$ cat config.mk
export PLATFORM = sky130hd
export DESIGN_NAME = logic_unit_pipe
export DESIGN_NICKNAME = d
export VERILOG_FILES = /design/src/rtl/logic_unit_pipe.sv
export SDC_FILE = /design/constraint.sdc
export NUM_CORES = 1
export LEC_CHECK = 0
export ABC_AREA = 1
export CAP_MARGIN = 20
export CORE_MARGIN = 3
export CORE_UTILIZATION = 40
export CTS_BUF_LIST = sky130_fd_sc_hd__clkbuf_2 sky130_fd_sc_hd__clkbuf_4 sky130_fd_sc_hd__clkbuf_8
export CTS_CLUSTER_SIZE = 24
export DETAILED_ROUTE_END_ITERATION = 10
export DONT_BUFFER_PORTS = 1
export GPL_ROUTABILITY_DRIVEN = 1
export RECOVER_POWER = 50
export SLEW_MARGIN = 0
export SYNTH_ARGS = -nofsm -noshare
export SYNTH_HDL_FRONTEND = slang
export SYNTH_SLANG_ARGS = --single-unit
$ cat constraint.sdc
create_clock -name clk -period 3.8 [get_ports clk]
set_input_delay 0.76 -clock clk [delete_from_list [all_inputs] [get_ports clk]]
set_output_delay 0.76 -clock clk [all_outputs]
set_load 0.02 [all_outputs]
$ cat src/rtl/logic_unit_pipe.sv
// Pipelined bitwise logic unit. The result is computed at the input, then carried
// through DEPTH stall-together stages along with op, the zero flag and a valid bit.
module logic_unit_pipe #(
  parameter int unsigned WIDTH = 32,
  parameter int unsigned DEPTH = 2
) (
  input  logic             clk,
  input  logic             reset,
  input  logic             in_valid,
  output logic             in_ready,
  input  logic [2:0]       op,
  input  logic [WIDTH-1:0] a,
  input  logic [WIDTH-1:0] b,
  output logic             out_valid,
  input  logic             out_ready,
  output logic [WIDTH-1:0] out,
  output logic             zero,
  output logic [2:0]       op_out
);

  localparam int unsigned OP_W  = 3;
  localparam int unsigned IDX_W = (DEPTH > 1) ? $clog2(DEPTH) : 1;
  localparam logic [IDX_W-1:0] LAST = IDX_W'(DEPTH - 1);

  typedef struct packed {
    logic            vld;
    logic            zero;
    logic [OP_W-1:0] op;
    logic [WIDTH-1:0] res;
  } stage_t;

  stage_t stg_q [DEPTH];
  stage_t stg_d [DEPTH];

  logic [WIDTH-1:0] res_c;
  logic             zero_c;
  logic             adv_c;

  // Bitwise function of the incoming operands.
  always_comb begin
    res_c = '0;
    case (op)
      3'b000:  res_c = a & b;
      3'b001:  res_c = a | b;
      3'b010:  res_c = a ^ b;
      3'b011:  res_c = ~(a | b);
      3'b100:  res_c = a & ~b;
      3'b101:  res_c = ~(a ^ b);
      3'b110:  res_c = a;
      default: res_c = ~a;
    endcase
  end

  assign zero_c = (res_c == '0);

  // Whole pipe moves together whenever the last stage is empty or being drained.
  assign adv_c = !stg_q[LAST].vld || out_ready;

  // Stage 0 loads the new operand set (or a bubble); later stages take their predecessor.
  always_comb begin
    stg_d = stg_q;
    if (adv_c) begin
      stg_d[0].vld  = in_valid;
      stg_d[0].zero = zero_c;
      stg_d[0].op   = op;
      stg_d[0].res  = res_c;
      for (int unsigned i = 1; i < DEPTH; i++) begin
        stg_d[IDX_W'(i)] = stg_q[IDX_W'(i - 1)];
      end
    end
  end

  always_ff @(posedge clk) begin
    if (reset) begin
      stg_q <= '{default: '0};
    end else begin
      stg_q <= stg_d;
    end
  end

  assign in_ready  = adv_c;
  assign out_valid = stg_q[LAST].vld;
  assign out       = stg_q[LAST].res;
  assign zero      = stg_q[LAST].zero;
  assign op_out    = stg_q[LAST].op;

endmodule
==> impl_metrics.toml, run 1 <==
[logic_synthesis]
synth-seq-cells = 74
syn_nets = 1069
synth_ff_type = "dfxtp_1"
synth_top_area_frac = 0.257
yosys_warnings = 0
synth_area_um2 = 5760
synth_edf_count = 0
synth_sequential_area_ratio = 0.257
yosys-top-cells-area = "dfxtp_1 (26%), nand2_1 (17%), o21ai_0 (9.2%), nor2_1 (8.7%), inv_1 (7.2%)"
synth_area_leader_cell = "dfxtp_1"
syn_inst = 966
ys_types = 28
syn_area_per_cell_um2 = 5.96
synthArstFlopShare = 0

[final_layout]
final_common_cell = "nand2_1"
area_delta_synth_final_pct = -1.56
most-common-layout-cells = "nand2_1 (260), nor2_1 (133), inv_1 (111), o21ai_0 (106), dfxtp_1 (74)"
stdcell_area_um2 = 5670
diodes = 0
fillerInstances = 1606
drive_gt1_frac = 0.0388
instances_no_fill = 1082
fin_nets = 1000

[timing]
clock_skew_ns = 0.00373
tns_ns = 0
relSlewSlack = 0.186
rsz0062_at_grt = "no"
tightest_slew_ns = 1.22
setup_viol_count_final = 0
max_freq_ghz = 0.363
post-route-period-util = 0.725
hold_viol_final = 0
setup_slack_ns = 1.05
finalMaxSlewViolations = 0
min_period_ns = 2.75

[cts]
hold_buffers = 0
ctsResizeCount = 0
cts_made_buffers = 9
clock-root-buffer = "clkbuf_8"
clk_pin_slew_ns = 0.07
cts_setup_buffers = 0
cts_max_level = 3
clkLatencyLatePin_ns = 0.34
cts.sinks = 74
clock_path_buffers = 2
cts_tree = "yes"

[critical_path]
start_kind = "register"
worst_ep_arrival_time_ns = 3.02
crit_path_top_delay_cell = "clkbuf_1"
r2r_slack_ns = 1.05
path_class = "reg2reg"
endpoint_kind = "register"
crit_required_ns = 4.06
cpPeakStageDelay_ns = 0.97
worstPathMaxFanout = 34
cpMostUsedCell = "inv_1"
cp_cell_sequence = "inv_1 > nor2_1 > inv_1 > clkbuf_1 > o21ai_0 > a21oi_1"

[floorplanning]
core_area_um2 = 14000
die_w_um = 126
dieArea_um2 = 15900
io_pins = 109
die_y_um = 126
initial_core_util = 0.412
rows = 43

[power]
p_leak_uw = 0.00307
p_per_area_nw_per_um2 = 345
ir_worst_vdd_mv = 0.148

[grt]
grt_pass1_wl_mm = 26.2
gr-total-overflow = 0
grt_use_total = 0.200
antenna_found_initial = 0
grt_start_max_net_pins = 42
grt_pass1_vias = 5076

[placed_design]
place_area_um2 = 5480
dpl.cell_count = 1066
port_buffers = 0
dp_slack_ns = 1.12
gp_congestion = 0.847
dp_hpwl_mm = 11.7

[drt]
wire_per_inst_um = 14.8
totalWireLength_mm = 16.0
firstDrtPassIters = 5
viasPerCell = 4.99
vias = 5398
drt-initial-drc-count = 429
ant_nets = 0
post-route-drc-count = 0

[flow_run]
drv_cap = 0

[outcome]
outcome = "finished, final reports clean"

[worst_hold_path]
hold_class = "reg2reg"
power breakdown:
group	internal (µW)	switching (µW)	leakage, µW	total (µW)
combinational	151	287	0.00235	437
clock	331	260	0.000105	591
sequential	848	77.3	0.000612	926
synthesized netlist by cell type, drive strengths merged (4+ instances only):
cell / number
a21oi: 61
buf: 64
clkbuf: 28
dfxtp: 74
ha: 32
inv: 113
nand2: 261
nand3: 32
nand4: 21
nor2: 135
nor3: 4
o211ai: 4
o21ai: 127
metrics by stage:
stage          hold WS, ns  utilization  power (µW)
2_1_floorplan        0.430            -        1330
3_3_place_gp         0.446        0.392        1380
3_5_place_dp         0.450        0.392        1380
4_1_cts              0.458        0.406        1980
5_1_grt              0.459        0.405        2090
6_report             0.462        0.405        1950
state kept, by name (all words and copies together), names as in the netlist:
signal and count:
stg_q 37, op_out 3, zero 1, out_valid 1, out 32
path summary, 6_finish.rpt:
check                                             from                endpoint  depth (start not counted)
worst min-delay path            stg_q[73]$_SDFFE_PP0P_  out_valid$_SDFFE_PP0P_                          2
worst min register to register  stg_q[73]$_SDFFE_PP0P_  out_valid$_SDFFE_PP0P_                          2
worst max-delay path            out_valid$_SDFFE_PP0P_  stg_q[61]$_SDFFE_PP0P_                          6
worst max register to register  out_valid$_SDFFE_PP0P_  stg_q[61]$_SDFFE_PP0P_                          6
per-layer routing:
metal  share of wire  wire length [µm]  up-vias  global-route usage
met5               0                 0        -                   0
met4           0.017               273        0              0.0599
met3           0.089              1420       15              0.0581
met2            0.42              6640      171               0.297
met1            0.48              7670     2322               0.281
li1                -                 -     2890                   -
area by class of cell:
type / count / area [µm²] / area share
Inverter: 116 / 438 / 0.0773
Tap cell: 180 / 225 / 0.0397
Clock buffer: 13 / 154 / 0.0272
Timing Repair Buffer: 12 / 82.6 / 0.0146
Sequential cell: 74 / 1480 / 0.261
Clock inverter: 3 / 40.0 / 0.00707
Multi-Input combinational cell: 684 / 3250 / 0.573
cells by family after synthesis:
group	share of synthesized area
AND/OR/NAND/NOR	0.320
multiplexers	0.00369
flip-flops	0.257
buffers and inverters	0.179
adder cells (fa/ha/maj)	0.0695
AO/OA/AOI/OAI	0.170
critical path: cells and delay by family (launching register included):
| family | cells | cell delay, ns |
|---|---|---|
| flops | 1 | 0.37 |
| simple gates | 1 | 0.05 |
| compound gates | 2 | 0.38 |
| buf+inv | 3 | 1.87 |
No activity file was read; power rests on OpenSTA's default activity.
==> run 2: changes to the inputs <==
- clock period: 3.8 -> 2.9 ns (I/O delays scaled with it)
==> run 2 against run 1 <==
  * Core utilization up 0.22 points
  * Sequential share of layout area shrank 0.14 points
  * Sequential power is 31% higher
  * Flip-flop and latch count is the same
  * Critical endpoint is now out[8]$_SDFFE_PP0P_
  * Largest power group unchanged
==> impl_metrics.toml, run 2 (synthesized netlist as in run 1, its figures left out) <==
[outcome]
outcome = "finished, final reports clean"

[grt]
grt_pass1_vias = 5018
grt_use_total = 0.201
grt_pass1_wl_mm = 26.3
antenna_found_initial = 1
gr-total-overflow = 0
grt_start_max_net_pins = 59

[final_layout]
area_delta_synth_final_pct = -1.02
drive_gt1_frac = 0.0431
top_register = "stg_q"
final_common_cell = "nand2_1"
most-common-layout-cells = "nand2_1 (260), nor2_1 (133), inv_1 (111), o21ai_0 (106), dfxtp_1 (74)"
fin_nets = 1006
diodes = 0
largest_register_ffs = 37

[cts]
clk_pin_slew_ns = 0.07
clkLatencyLatePin_ns = 0.34
cts.sinks = 74
cts_max_level = 3
hold_buffers = 0
cts_tree = "yes"
ctsResizeCount = 0
clock-root-buffer = "clkbuf_8"
cts_made_buffers = 9
clock_path_buffers = 2
cts_setup_buffers = 0

[timing]
rsz0062_at_grt = "no"
post-route-period-util = 0.774
clock_skew_ns = 0.00521
setup_viol_count_final = 0
max_freq_ghz = 0.445
min_period_ns = 2.25
relSlewSlack = 0.0270
finalMaxSlewViolations = 0
tns_ns = 0
hold_viol_final = 0
tightest_slew_ns = 1.46

[power]
internal-power_uw = 1680
p_sw_uw = 811
ir_worst_vdd_mv = 0.197
pwr-share-seq = 0.488
power.clock.fraction = 0.281
p_per_area_nw_per_um2 = 437
switching_share = 0.326
power.total_uw = 2490
p_leak_uw = 0.00309
combPwrFrac = 0.232

[drt]
drt-initial-drc-count = 450
firstDrtPassIters = 5
totalWireLength_mm = 16.0
wire_per_inst_um = 14.7
ant_nets = 0
viasPerCell = 5.02
vias = 5444
post-route-drc-count = 0

[critical_path]
worstPathMaxFanout = 40
path_class = "reg2reg"
start_kind = "register"
endpoint_kind = "register"
crit_required_ns = 3.17
r2r_slack_ns = 0.65
worst_ep_arrival_time_ns = 2.52

[placed_design]
gp_congestion = 0.872
dp_hpwl_mm = 11.6
port_buffers = 0

[floorplanning]
die_w_um = 126
dieArea_um2 = 15900
io_pins = 109
rows = 43
die_y_um = 126
initial_core_util = 0.412
core_area_um2 = 14000

[worst_hold_path]
hold_class = "in2reg"

[flow_run]
drv_cap = 0
## run 2: layout make-up
class                      count  area [µm²]
clock buffer                  13         166
fill                        1561        8290
inverter                     116         438
multi-input combinational    684        3250
sequential                    74        1480
tap                          180         225
timing repair buffer          18         141
## run 2: through the flow
step                       util  setup WS (ns)  hold slack (ns)  area [µm²]  cells
after detailed placement  0.396          0.501            0.451        5540   1072
after floorplan               -          0.881            0.430        5760    966
after CTS                 0.408          0.866            0.277        5710   1085
after global routing      0.407          0.378            0.275        5700   1085
after global placement    0.396          0.552            0.442        5540   1072
final                     0.407          0.655            0.301        5700   1085
## run 2: power groups by stage
stage	registers (µW)	logic (µW)	clock network [µW]
finish	1210	576	698
global route	1230	678	767
CTS	1220	577	727
detailed placement	1240	574	0
global placement	1240	572	0
floorplan	1170	580	0
## run 2: final timing paths
path,startpoint,endpoint,depth (start not counted)
min reg2reg,stg_q[73]$_SDFFE_PP0P_,out_valid$_SDFFE_PP0P_,2
min,reset,out_valid$_SDFFE_PP0P_,1
max reg2reg,out_valid$_SDFFE_PP0P_,out[8]$_SDFFE_PP0P_,5
max,out_valid$_SDFFE_PP0P_,out[8]$_SDFFE_PP0P_,5
## run 2: critical path, stage by stage (launching register included)
cell and delay [ns]:
dfxtp_1 0.44, inv_1 0.07, nor2_1 0.12, clkbuf_1 1.08
o21ai_0 0.32, nor2_1 0.15
## run 2: metal layers
metal	track usage	share of wire
met5	0	0.00081
met4	0.0454	0.0057
met3	0.0649	0.083
met2	0.294	0.42
met1	0.289	0.49
